**config.mk**
```make
export PLATFORM = sky130hd
export DESIGN_NAME = sprite_mixer
export DESIGN_NICKNAME = d
export VERILOG_FILES = /design/src/rtl/sprite_mixer_pkg.sv /design/src/rtl/sprite_mixer_priority_mux.sv /design/src/rtl/sprite_mixer.sv
export SDC_FILE = /design/constraint.sdc
export NUM_CORES = 1
export LEC_CHECK = 0
export CAP_MARGIN = 40
export CORE_MARGIN = 4
export CORE_UTILIZATION = 40
export CTS_CLUSTER_DIAMETER = 120
export DETAILED_ROUTE_END_ITERATION = 7
export PLACE_DENSITY_LB_ADDON = 0.12
export SETUP_SLACK_MARGIN = 0.05
export SYNTH_ARGS = -nofsm -noshare
export SYNTH_HDL_FRONTEND = slang
export SYNTH_SLANG_ARGS = --single-unit
export TNS_END_PERCENT = 100
```
**constraint.sdc**
```tcl
create_clock -name i_clk -period 6.4 [get_ports i_clk]
set_input_delay 0.96 -clock i_clk [delete_from_list [all_inputs] [get_ports i_clk]]
set_output_delay 0.96 -clock i_clk [all_outputs]
set_load 0.05 [all_outputs]
```
**src/rtl/sprite_mixer_pkg.sv**
```systemverilog
// Shared types and constants for the sprite mixer and its priority mux.
package sprite_mixer_pkg;

    localparam int HIT_COUNT_W = 8;

    typedef logic [23:0] rgb24;

    typedef enum logic [1:0] {
        ST_ACTIVE = 2'd0,
        ST_LATCH  = 2'd1,
        ST_BLANK  = 2'd2
    } mix_state_e;

endpackage

```
**src/rtl/sprite_mixer_priority_mux.sv**
```systemverilog
// Combinational sprite priority selection: lowest-index layer with a hit wins,
// background colour when no layer hits. Non-hitting layer colours never pass.
module sprite_priority_mux
    import sprite_mixer_pkg::*;
#(
    parameter int   N_LAYERS = 4,
    parameter rgb24 BG_COLOR = 24'h000000
) (
    input  logic [N_LAYERS*24-1:0] layer_rgb,
    input  logic [N_LAYERS-1:0]    layer_hit,
    output rgb24                   pixel
);

    // Walk from the lowest priority upward so the lowest-index hit is assigned last.
    always_comb begin
        pixel = BG_COLOR;
        for (int k = N_LAYERS - 1; k >= 0; k--) begin
            if (layer_hit[k]) begin
                pixel = layer_rgb[24*k +: 24];
            end
        end
    end

endmodule

```
**src/rtl/sprite_mixer.sv**
```systemverilog
// Two-stage sprite mixer with per-frame player collision tracking.
// Collision FSM and counters are built only when SPRITE_MIXER_COLLISION_EN is defined.
module sprite_mixer
    import sprite_mixer_pkg::*;
#(
    parameter int   N_LAYERS = 4,
    parameter rgb24 BG_COLOR = 24'h000000
) (
    input  logic                   i_clk,
    input  logic                   i_rst,
    input  logic                   i_de,
    input  logic                   i_h_sync,
    input  logic                   i_v_sync,
    input  logic [N_LAYERS*24-1:0] i_layer_rgb,
    input  logic [N_LAYERS-1:0]    i_layer_hit,
    input  logic                   i_collision_clr,
    output logic [7:0]             o_red,
    output logic [7:0]             o_green,
    output logic [7:0]             o_blue,
    output logic                   o_de,
    output logic                   o_h_sync,
    output logic                   o_v_sync,
    output logic                   o_collision,
    output logic [HIT_COUNT_W-1:0] o_hit_count
);

    logic [N_LAYERS*24-1:0] rgb_p1;
    logic [N_LAYERS-1:0]    hit_p1;
    logic                   vld_p1;
    logic                   hs_p1;
    logic                   vs_p1;
    rgb24                   sel_p1;
    rgb24                   mix_p1;

    rgb24                   mix_p2;
    logic                   vld_p2;
    logic                   hs_p2;
    logic                   vs_p2;

    // Stage 1: input registers
    always_ff @(posedge i_clk or posedge i_rst) begin
        if (i_rst) begin
            rgb_p1 <= '0;
            hit_p1 <= '0;
            vld_p1 <= 1'b0;
            hs_p1  <= 1'b0;
            vs_p1  <= 1'b0;
        end else begin
            rgb_p1 <= i_layer_rgb;
            hit_p1 <= i_layer_hit;
            vld_p1 <= i_de;
            hs_p1  <= i_h_sync;
            vs_p1  <= i_v_sync;
        end
    end

    sprite_priority_mux #(
        .N_LAYERS (N_LAYERS),
        .BG_COLOR (BG_COLOR)
    ) u_priority_mux (
        .layer_rgb (rgb_p1),
        .layer_hit (hit_p1),
        .pixel     (sel_p1)
    );

    assign mix_p1 = vld_p1 ? sel_p1 : '0;

    // Stage 2: mixed pixel and aligned timing
    always_ff @(posedge i_clk or posedge i_rst) begin
        if (i_rst) begin
            mix_p2 <= '0;
            vld_p2 <= 1'b0;
            hs_p2  <= 1'b0;
            vs_p2  <= 1'b0;
        end else begin
            mix_p2 <= mix_p1;
            vld_p2 <= vld_p1;
            hs_p2  <= hs_p1;
            vs_p2  <= vs_p1;
        end
    end

    assign o_red    = mix_p2[23:16];
    assign o_green  = mix_p2[15:8];
    assign o_blue   = mix_p2[7:0];
    assign o_de     = vld_p2;
    assign o_h_sync = hs_p2;
    assign o_v_sync = vs_p2;

`ifdef SPRITE_MIXER_COLLISION_EN
    function automatic logic [HIT_COUNT_W-1:0] sat_inc_count(input logic [HIT_COUNT_W-1:0] v);
        return (&v) ? v : v + 1'b1;
    endfunction

    mix_state_e             state;
    logic                   collision_pending;
    logic                   collision_q;
    logic [HIT_COUNT_W-1:0] hit_count_q;
    logic                   overlap_p1;

    // Player sprite (layer 0) overlapping any other opaque layer on a visible pixel.
    assign overlap_p1 = vld_p1 & hit_p1[0] & (|(hit_p1 >> 1));

    always_ff @(posedge i_clk or posedge i_rst) begin
        if (i_rst) begin
            state             <= ST_ACTIVE;
            collision_pending <= 1'b0;
            collision_q       <= 1'b0;
            hit_count_q       <= '0;
        end else begin
            // A clear is overridden below when it lands on the LATCH cycle.
            if (i_collision_clr) begin
                collision_q <= 1'b0;
            end
            case (state)
                ST_ACTIVE: begin
                    if (overlap_p1) begin
                        collision_pending <= 1'b1;
                    end
                    if (vs_p1 && !vs_p2) begin
                        state <= ST_LATCH;
                    end
                end
                ST_LATCH: begin
                    collision_q       <= collision_pending;
                    collision_pending <= 1'b0;
                    if (collision_pending) begin
                        hit_count_q <= sat_inc_count(hit_count_q);
                    end
                    state <= ST_BLANK;
                end
                ST_BLANK: begin
                    // Leave on v_sync low so a one-cycle v_sync pulse cannot strand the FSM.
                    if (!vs_p1) begin
                        state <= ST_ACTIVE;
                    end
                end
                default: state <= ST_ACTIVE;
            endcase
        end
    end

    assign o_collision = collision_q;
    assign o_hit_count = hit_count_q;
`else
    logic unused_collision_clr;
    assign unused_collision_clr = i_collision_clr;
    assign o_collision          = 1'b0;
    assign o_hit_count          = '0;
`endif

endmodule

```
==> results.md, run 1 <==
- Post-synthesis xor/xnor area fraction: 0%
- Startpoint class of the critical path: flop
- Antenna diode count: 0
- Post-route clock period utilization: 41.0%
- Number of clock sinks seen by CTS: 130
- Worst Path Required: 5.44 ns
- Global-route wire length before repair: 14,000 um
- Adder-cell area share of the yosys netlist: 0%
- Post-synth top area cell: sky130_fd_sc_hd__dfrtp_1
- Number of buffer and inverter instances along the worst setup path: 1
- Final count of hold timing violations: 0
- Max VDD drop: 0.000241 V
- Overall power of the completed layout: 2000 uW
- Clock slew seen by the registers of the worst setup and hold paths: 0.06 ns
- Longest Clk Path Bufs: 2
- Critical path class: reg2out
- Maximum fanout count along the critical path: 1
- Die boundary height: 110 um
- Number of antenna violations at the first check in global routing: 0
- Setup repair after global routing missed its margin: no
- Total non-filler cell area in the finished layout: 0.00612 sq mm
- Startpoint of the worst hold path: vs_p1
- CP max stage cell: sky130_fd_sc_hd__clkdlybuf4s50_1
- FP Rows: 36
- Effective utilization at floorplan: 41.8%
- Source of the worst register-to-register timing path: hit_p1[1]
- Setup TNS Final: 0 ns
- Post-Route Skew: 0.0104 ns
- Fin Hold WS: 0.350 ns
- Count of non-filler cells in the finished layout: 543
- Drt total wl: 9080 um
- Upper clock frequency limit: 0.381 GHz
- Critical-path cell list: clkdlybuf4s50_1
- Storage cell area: 0.00325 sq mm
- Count of max-cap constraint violations: 0
- Relative slew slack: 43.4%
- Stage delay of the slowest cell on the critical path: 0.84 ns
- Dominant delay contributor by cell family on the critical path: buffers and inverters
- H-tree lvl count: 4
- Vias: 2,524
- Number of nets with antenna violations after detailed routing: 0
- Fraction of the mapped netlist area in compound gates: 13.8%
- Data arrival, critical path: 1.66 ns
- Setup fix buffers added after clock tree synthesis: 0
- Number of max-slew violations in the final report: 0
- Initial drt markers: 58
- Main area contributors after synthesis: sky130_fd_sc_hd__dfrtp_1 78%, sky130_fd_sc_hd__a221oi_2 7.2%, sky130_fd_sc_hd__o21ai_0 3.2%, sky130_fd_sc_hd__o21ai_1 2.5%, sky130_fd_sc_hd__nand2_1 2.2%
- Total core area: 0.00995 sq mm
- Dominant combinational cell family by area after synthesis: compound AO/OA/AOI/OAI gates
- Critical path origin: mix_p2[10]
- Quantity of I/O buffers inserted on ports: 131
- Worst slew pin tran: 0.848 ns
- I/O pin total: 142
- DP Wirelength: 5880 um
- Area overhead of the layout relative to synthesis: 47.3%
- Unique cell type count in the Yosys netlist: 17
- Area of the multi-input gates: 739 sq um
- # hold bufs at CTS: 0
- NumNets Final: 503
- Vias per cell: 4.65
- Register-to-register setup slack: 4.68 ns
- Total die area: 0.0121 sq mm
- Instance area after placement: 0.00556 sq mm
- Synthesis Warnings: 0
- Multiplexer fraction of the synthesized cell area: 0%
- Pre-antenna DRT Iters: 4
- Static leakage: 0.00259 uW
- Mean area per synthesized cell: 16.2 sq um
- Die width: 110 um
- Min Clock Period, post-route: 2.62 ns
- Proportion of synthesized chip area in sequential cells: 78.2%
- CTS-repair resized insts: 0
- Outcome: finished, final reports clean
- GR Overflow Total: 0
- Endpoint type of the worst setup path: output pin
- Classification of the worst-slack hold path: reg2reg
- Count of unresolved DRC violations after routing: 0
- Routability cong.: 0.695
- Clock latency at the later pin of the worst-skew pair: 0.50 ns
- Total of endpoints with negative setup slack in the final report: 0
- Via count of the first global-routing pass: 2,704
- Total clock buffers created by CTS: 17
- Number of filler instances in the final layout: 790
- Count of state elements after synthesis: 130
- Number of cells after detailed placement: 511
- Top cell type's share of synthesized area: 78.2%
- Synth Area in Simple Gates: 3.13%
- Fraction of layout instances using a drive strength above 1: 14.6%
- Clock tree from TritonCTS: yes
- Tot GR Track Use: 16.0%
- Buffer type at the clock tree root: sky130_fd_sc_hd__clkbuf_8
- Drt wl/cell: 16.7 um
- Largest net degree at the start of global routing: 70
- Synthesized netlist cell count: 257
- Post-synthesis instance area: 0.00416 sq mm
- Pwr dens: 327 mW/mm^2
[final timing paths]
| check | cells after the start | to |
|---|---|---|
| max in group asynchronous | 3 | rgb_p1[67] |
| min in group asynchronous | 2 | mix_p2[11] |
| worst min register to register | 0 | o_v_sync |
| worst max-delay path | 1 | o_green[2] |
| worst max register to register | 5 | mix_p2[0] |
| worst min-delay path | 0 | o_v_sync |
[cells by family (layout without fill, tap and decap cells)]
family                 Yosys count  count (layout)
AOI/OAI and AO/OA               72              72
buffers and inverters           26             171
DFF                            130             130
other                            1               9
and+or+nand+nor                 28              28
[area by class of cell]
type | instances | share of cell area, %
sequential | 130 | 53.1
timing repair buffer | 137 | 22.7
multi-input combinational | 109 | 12.1
clock buffer | 18 | 6.82
tap | 133 | 2.72
clock inverter | 14 | 2.39
inverter | 2 | 0.163
[layer usage]
| layer | GRT usage [%] | wire (um) |
|---|---|---|
| met4 | 5.88 | 85 |
| met1 | 19.7 | 3730 |
| met3 | 5.87 | 699 |
| met5 | 0 | 0 |
| met2 | 25.9 | 4560 |
[report_power, final]
part | switching, uW | internal [uW]
sequential | 14.2 | 867
combinational | 117 | 95.9
clock | 382 | 529
[metrics by stage]
step | util [%] | worst slack [ns]
after floorplan | - | 1.97
after global placement | 55.3 | 3.54
after detailed placement | 55.9 | 3.50
after CTS | 61.5 | 3.74
after global routing | 61.5 | 3.72
final | 61.5 | 3.78
[flip-flops by register name (all words and copies together), names as in the netlist]
signal    cells
vld_p1        1
hit_p1        4
hs_p1         1
rgb_p1       96
o_v_sync      1
vs_p1         1
mix_p2       24
o_de          1
o_h_sync      1
[cell usage in the layout, fill, tap and decap left out, types with 3 or more instances in the layout]
cell type,count
sky130_fd_sc_hd__a221oi_1,4
sky130_fd_sc_hd__a221oi_2,20
sky130_fd_sc_hd__buf_4,3
sky130_fd_sc_hd__clkbuf_16,16
sky130_fd_sc_hd__clkdlybuf4s50_1,131
sky130_fd_sc_hd__clkinvlp_4,4
sky130_fd_sc_hd__conb_1,9
sky130_fd_sc_hd__dfrtp_1,130
sky130_fd_sc_hd__inv_6,4
sky130_fd_sc_hd__inv_8,3
sky130_fd_sc_hd__nand2_1,24
sky130_fd_sc_hd__o21ai_0,27
sky130_fd_sc_hd__o21ai_1,21
[cells in the mapped netlist (all sizes together)]
cell type	number
dfrtp	130
o21ai	48
a221oi	24
nand2	24
buf	19
clkbuf	5
nor2b	3
inv	2
and2	1
conb	1
No activity file was read; power rests on OpenSTA's default activity.
==> run 2: changes to the inputs <==
==> constraint.sdc (replaced) <==
create_clock -name i_clk -period 2.61 [get_ports i_clk]
set_input_delay 0.3915 -clock i_clk [delete_from_list [all_inputs] [get_ports i_clk]]
set_output_delay 0.3915 -clock i_clk [all_outputs]
set_load 0.05 [all_outputs]
==> results.md, run 2 (synthesis results as in run 1) <==
- Outcome: finished, final reports clean
- Setup repair after global routing missed its margin: no
- Die width: 110 um (unchanged)
- # hold bufs at CTS: 0 (unchanged)
- CP max stage cell: sky130_fd_sc_hd__clkdlybuf4s50_1
- Number of buffer and inverter instances along the worst setup path: 1 (unchanged)
- Endpoint type of the worst setup path: output pin
- Sequential fraction of design power: 43.8% (-0.2 points)
- Top flop regs: rgb_p1 x96, mix_p2 x24, hit_p1 x4
- Antenna diode count: 0 (unchanged)
- Initial drt markers: 117 (+100%)
- Startpoint of the worst hold path: i_de
- DP Wirelength: 5740 um (-2.4%)
- Number of cells after detailed placement: 512 (+0.20%)
- Most common library cell in the layout ignoring fill and taps: sky130_fd_sc_hd__clkdlybuf4s50_1
- Source of the worst register-to-register timing path: hit_p1[0]
- Stage delay of the slowest cell on the critical path: 0.81 ns (-0.03 ns)
- Switching power as a share of total power: 23.6% (-2.0 points)
- Leading cell types in the layout, fill and taps excluded: 131 x sky130_fd_sc_hd__clkdlybuf4s50_1, 130 x sky130_fd_sc_hd__dfrtp_1, 27 x sky130_fd_sc_hd__o21ai_0, 24 x sky130_fd_sc_hd__nand2_1, 21 x sky130_fd_sc_hd__o21ai_1
- Startpoint class of the critical path: flop
- Final count of hold timing violations: 0 (unchanged)
- Count of max-cap constraint violations: 0 (unchanged)
- Drt wl/cell: 16.8 um (+0.60%)
- Worst slack at placement: 1.08 ns (-2.42 ns)
- Worst Path Required: 2.22 ns (-3.22 ns)
- Data arrival, critical path: 1.67 ns (about the same)
- Setup slack after layout: 0.544 ns (-3.24 ns)
- Via count of the first global-routing pass: 2,767 (+2.3%)
- Setup TNS Final: 0 ns (unchanged)
- Classification of the worst-slack hold path: in2reg
- Routability cong.: 0.724 (+4.2%)
- Count of non-filler cells in the finished layout: 544 (+0.18%)
- Tot GR Track Use: 16.4% (+0.39 points)
- Quantity of I/O buffers inserted on ports: 131 (unchanged)
- Min Clock Period, post-route: 2.07 ns
- Drt total wl: 9150 um (+0.78%)
- Relative slew slack: 59.4% (+16 points)
- Fraction of layout instances using a drive strength above 1: 14.8% (+0.21 points)
- Global-route wire length before repair: 14,200 um (+1.4%)
- Total core area: 0.00995 sq mm (unchanged)
- Net switching power: 1170 uW (+130%)
- Critical path origin: mix_p2[9]
- Number of flip-flops in the largest register: 96 (unchanged)
- I/O pin total: 142 (unchanged)
- Setup fix buffers added after clock tree synthesis: 0 (unchanged)
- CTS-repair resized insts: 0 (unchanged)
- Combinational fraction of design power: 10.6% (about the same)
- Number of filler instances in the final layout: 804 (+1.8%)
- Max VDD drop: 0.000555 V (+130%)
- Critical-path cell list: clkdlybuf4s50_1
- Maximum fanout count along the critical path: 1 (unchanged)
- Dominant delay contributor by cell family on the critical path: buffers and inverters
- Clock tree from TritonCTS: yes
- Number of clock sinks seen by CTS: 130 (unchanged)
- Number of antenna violations at the first check in global routing: 0 (unchanged)
- Internal power: 3770 uW (+150%)
- GR Overflow Total: 0 (unchanged)
- Post-Route Skew: 0.00994 ns (-0.000431 ns)
- Pwr dens: 801 mW/mm^2 (+140%)
- Count of unresolved DRC violations after routing: 0 (unchanged)
- Largest net degree at the start of global routing: 102 (+46%)
- Vias per cell: 4.63 (-0.50%)
- Total die area: 0.0121 sq mm (unchanged)
- Clock latency at the later pin of the worst-skew pair: 0.52 ns (+0.02 ns)
- Vias: 2,516 (-0.32%)
- Static leakage: 0.00260 uW (+0.48%)
- Total clock buffers created by CTS: 17 (unchanged)
- Fin Hold WS: 0.308 ns (-0.0423 ns)
- Pre-antenna DRT Iters: 4 (unchanged)
- Longest Clk Path Bufs: 2 (unchanged)
- Post-route clock period utilization: 79.2%
- Clock slew seen by the registers of the worst setup and hold paths: 0.06 ns (about the same)
- Largest Register: rgb_p1
- Total of endpoints with negative setup slack in the final report: 0 (unchanged)
- Buffer type at the clock tree root: sky130_fd_sc_hd__clkbuf_8
- Upper clock frequency limit: 0.484 GHz
- Effective utilization at floorplan: 41.8% (unchanged)
- Number of nets with antenna violations after detailed routing: 0 (unchanged)
- NumNets Final: 504 (+0.20%)
- Worst slew pin tran: 0.607 ns (-0.241 ns)
- FP Rows: 36 (unchanged)
- Number of max-slew violations in the final report: 0 (unchanged)
- Area overhead of the layout relative to synthesis: 48.3%
- Die boundary height: 110 um (unchanged)
- Critical path class: reg2out
- Power share of the clock group: 45.6% (+0.2 points)
- H-tree lvl count: 4 (unchanged)
## run 2: changes by cell type in the layout (fill, tap and decap cells not counted), moves of 2 or more
cell / previous run / this run
sky130_fd_sc_hd__inv_8: 3 / 0
sky130_fd_sc_hd__inv_6: 4 / 0
sky130_fd_sc_hd__clkinvlp_4: 4 / 6
sky130_fd_sc_hd__buf_8: 2 / 0
sky130_fd_sc_hd__clkinv_2: 0 / 2
sky130_fd_sc_hd__clkbuf_8: 1 / 3
## run 2: power by group through the flow
stage	clock, uW	sequential (uW)	combinational, uW
global placement	0	2200	517
floorplan	0	2300	169
finish	2250	2160	524
detailed placement	0	2200	531
global route	2390	2170	563
CTS	2310	2160	533
## run 2: layer usage
layer	global-route usage, %	routed length (um)
met4	7.48	122
met5	0	0
met3	7.34	834
met2	25.2	4290
met1	19.9	3900
## run 2: layout make-up
class | instances | area (sq um) | area share, %
repair buffers | 138 | 1420 | 23.0
inverters | 2 | 11.3 | 0.183
multi-input cells | 109 | 739 | 12.0
well taps | 133 | 166 | 2.70
clock buffers | 20 | 445 | 7.22
flip-flops and latches | 130 | 3250 | 52.8
clock inverters | 12 | 134 | 2.17
## run 2: metrics by stage
stage	util (%)	total power (uW)	cell area (sq um)
finish	61.9	4940	6170
global route	61.9	5130	6170
CTS	61.9	5010	6170
detailed placement	56.1	2730	5590
global placement	55.6	2710	5530
floorplan	-	2470	4190
## run 2: worst paths after layout
path                              endpoint  slack [ns]  cells past startpoint
worst max-delay path            o_green[1]        0.54                      1
worst min-delay path                vld_p1        0.31                      1
worst max register to register  mix_p2[23]        1.24                      3
worst min register to register    o_h_sync        0.35                      0
max in group asynchronous       rgb_p1[41]        1.82                      3
min in group asynchronous         o_h_sync        0.35                      3
==> run 3: changes to the inputs <==
==> constraint.sdc (replaced) <==
create_clock -name i_clk -period 1.95 [get_ports i_clk]
set_input_delay 0.2925 -clock i_clk [delete_from_list [all_inputs] [get_ports i_clk]]
set_output_delay 0.2925 -clock i_clk [all_outputs]
set_load 0.05 [all_outputs]
==> results.md, run 3 (synthesis results as in run 1) <==
- Critical path origin: mix_p2[4]
- DP Wirelength: 5970 um (+3.9%)
- CP max stage cell: sky130_fd_sc_hd__dlygate4sd2_1
- Number of antenna violations at the first check in global routing: 0 (unchanged)
- NumNets Final: 505 (+0.20%)
- Tot GR Track Use: 17.0% (+0.55 points)
- Power share of the clock group: 46.9% (+1.3 points)
- Number of flip-flops in the largest register: 96 (unchanged)
- Vias: 2,568 (+2.1%)
- Instance area after placement: 0.00557 sq mm (-0.36%)
- Area of the multi-input gates: 739 sq um (unchanged)
- Antenna diode count: 0 (unchanged)
- Number of max-slew violations in the final report: 0 (unchanged)
- Data arrival, critical path: 1.38 ns (-0.29 ns)
- Min Clock Period, post-route: 1.68 ns
- Post-Route Skew: 0.00705 ns (-0.00289 ns)
- Final count of hold timing violations: 0 (unchanged)
- Startpoint of the worst hold path: i_layer_rgb[71]
- Most common library cell in the layout ignoring fill and taps: sky130_fd_sc_hd__dfrtp_1
- Upper clock frequency limit: 0.597 GHz
- Critical-path cell list: dlygate4sd2_1
- Number of cells after detailed placement: 513 (+0.20%)
- Number of nets with antenna violations after detailed routing: 0 (unchanged)
- Static leakage: 0.00269 uW (+3.4%)
- Total non-filler cell area in the finished layout: 0.00613 sq mm (-0.51%)
- Maximum fanout count along the critical path: 1 (unchanged)
- Startpoint class of the critical path: flop
- Area overhead of the layout relative to synthesis: 47.5%
- Number of clock sinks seen by CTS: 130 (unchanged)
- Storage cell area: 0.00325 sq mm (unchanged)
- # hold bufs at CTS: 0 (unchanged)
- Fraction of layout instances using a drive strength above 1: 15.0% (+0.21 points)
- Dominant delay contributor by cell family on the critical path: buffers and inverters
- Drt total wl: 9460 um (+3.4%)
- Clock tree from TritonCTS: yes
- Vias per cell: 4.71 (+1.9%)
- Net switching power: 1560 uW (+34%)
- Number of buffer and inverter instances along the worst setup path: 1 (unchanged)
- Largest Register: rgb_p1
- Die boundary height: 110 um (unchanged)
- Total clock buffers created by CTS: 17 (unchanged)
- Quantity of I/O buffers inserted on ports: 131 (unchanged)
- Total die area: 0.0121 sq mm (unchanged)
- Total of endpoints with negative setup slack in the final report: 0 (unchanged)
- Buffer type at the clock tree root: sky130_fd_sc_hd__clkbuf_8
- Die width: 110 um (unchanged)
- Count of max-cap constraint violations: 0 (unchanged)
- Pwr dens: 1090 mW/mm^2 (+36%)
- Endpoint type of the worst setup path: output pin
- Post-route clock period utilization: 86.0%
- Effective utilization at floorplan: 41.8% (unchanged)
- Clock latency at the later pin of the worst-skew pair: 0.51 ns (about the same)
- Outcome: finished, final reports clean
- Setup fix buffers added after clock tree synthesis: 0 (unchanged)
- Count of non-filler cells in the finished layout: 545 (+0.18%)
- Worst slew pin tran: 0.565 ns (-0.0418 ns)
- Global-route wire length before repair: 14,700 um (+3.7%)
- Via count of the first global-routing pass: 2,798 (+1.1%)
- Critical path class: reg2out
- Number of filler instances in the final layout: 808 (+0.50%)
- Setup TNS Final: 0 ns (unchanged)
- Top flop regs: rgb_p1 x96, mix_p2 x24, hit_p1 x4
- Classification of the worst-slack hold path: in2reg
- Initial drt markers: 108 (-7.7%)
- FP Rows: 36 (unchanged)
- Clock slew seen by the registers of the worst setup and hold paths: 0.06 ns (about the same)
- Stage delay of the slowest cell on the critical path: 0.53 ns (-0.28 ns)
- CTS-repair resized insts: 27 (+27)
- I/O pin total: 142 (unchanged)
- Pre-antenna DRT Iters: 5 (+1)
- Source of the worst register-to-register timing path: hit_p1[1]
- Setup repair after global routing missed its margin: no
- Drt wl/cell: 17.4 um (+3.2%)
- Total core area: 0.00995 sq mm (unchanged)
- Internal power: 5150 uW (+36%)
- Relative slew slack: 62.3% (+2.9 points)
- Leading cell types in the layout, fill and taps excluded: 130 x sky130_fd_sc_hd__dfrtp_1, 104 x sky130_fd_sc_hd__clkdlybuf4s50_1, 27 x sky130_fd_sc_hd__o21ai_0, 27 x sky130_fd_sc_hd__dlygate4sd2_1, 24 x sky130_fd_sc_hd__nand2_1
- Count of unresolved DRC violations after routing: 0 (unchanged)
- H-tree lvl count: 4 (unchanged)
- Combinational fraction of design power: 9.9% (-0.7 points)
- Max VDD drop: 0.000779 V (+40%)
- Routability cong.: 0.705 (-2.6%)
- Setup slack after layout: 0.274 ns (-0.270 ns)
- Worst slack at placement: 0.456 ns (-0.622 ns)
- Switching power as a share of total power: 23.3% (-0.37 points)
- Longest Clk Path Bufs: 2 (unchanged)
- Largest net degree at the start of global routing: 100 (-2.0%)
- Worst Path Required: 1.66 ns (-0.56 ns)
- Sequential fraction of design power: 43.2% (-0.6 points)
- GR Overflow Total: 0 (unchanged)
[run 3: changes by cell type in the layout (fill, tap and decap cells not counted), sizes merged]
cell,delta
clkinvlp,-1
clkinv,-1
clkdlybuf4s50,-27
inv,+1
dlygate4sd2,+27
buf,+1
bufinv,+1
[run 3: worst paths after layout]
kind / to / slack [ns] / depth (start not counted)
min in group asynchronous: o_h_sync / 0.27 / 3
max in group asynchronous: rgb_p1[67] / 1.27 / 3
worst min register to register: o_h_sync / 0.35 / 0
worst min-delay path: rgb_p1[71] / 0.22 / 1
worst max-delay path: o_blue[4] / 0.27 / 1
worst max register to register: mix_p2[7] / 0.50 / 4
[run 3: layer usage]
metal  track usage, %  routed length (um)  share of wire [%]
met2             26.4                4580                 48
met1             21.1                3980                 42
met3             8.46                 861                9.1
met5                0                   0                  0
met4             4.54                  38               0.40
[run 3: cell type report]
| type | count | share of cell area, % |
|---|---|---|
| Clock buffer | 20 | 7.26 |
| Multi-Input combinational cell | 109 | 12.1 |
| Tap cell | 133 | 2.71 |
| Clock inverter | 12 | 2.55 |
| Timing Repair Buffer | 139 | 22.2 |
| Inverter | 2 | 0.184 |
| Sequential cell | 130 | 53.0 |
[run 3: power groups by stage]
stage | Combinational (uW) | Clock (uW) | Sequential [uW]
final | 664 | 3150 | 2900
after global routing | 714 | 3350 | 2920
after CTS | 675 | 3220 | 2900
after detailed placement | 701 | 0 | 2950
after global placement | 689 | 0 | 2950
after floorplan | 227 | 0 | 3080
[run 3: metrics by stage]
stage / hold slack [ns] / total power, uW / util, %
floorplan: 0.324 / 3310 / -
global placement: 0.334 / 3640 / 55.7
detailed placement: 0.335 / 3650 / 55.9
CTS: 0.198 / 6800 / 61.6
global route: 0.187 / 6980 / 61.6
finish: 0.220 / 6710 / 61.6
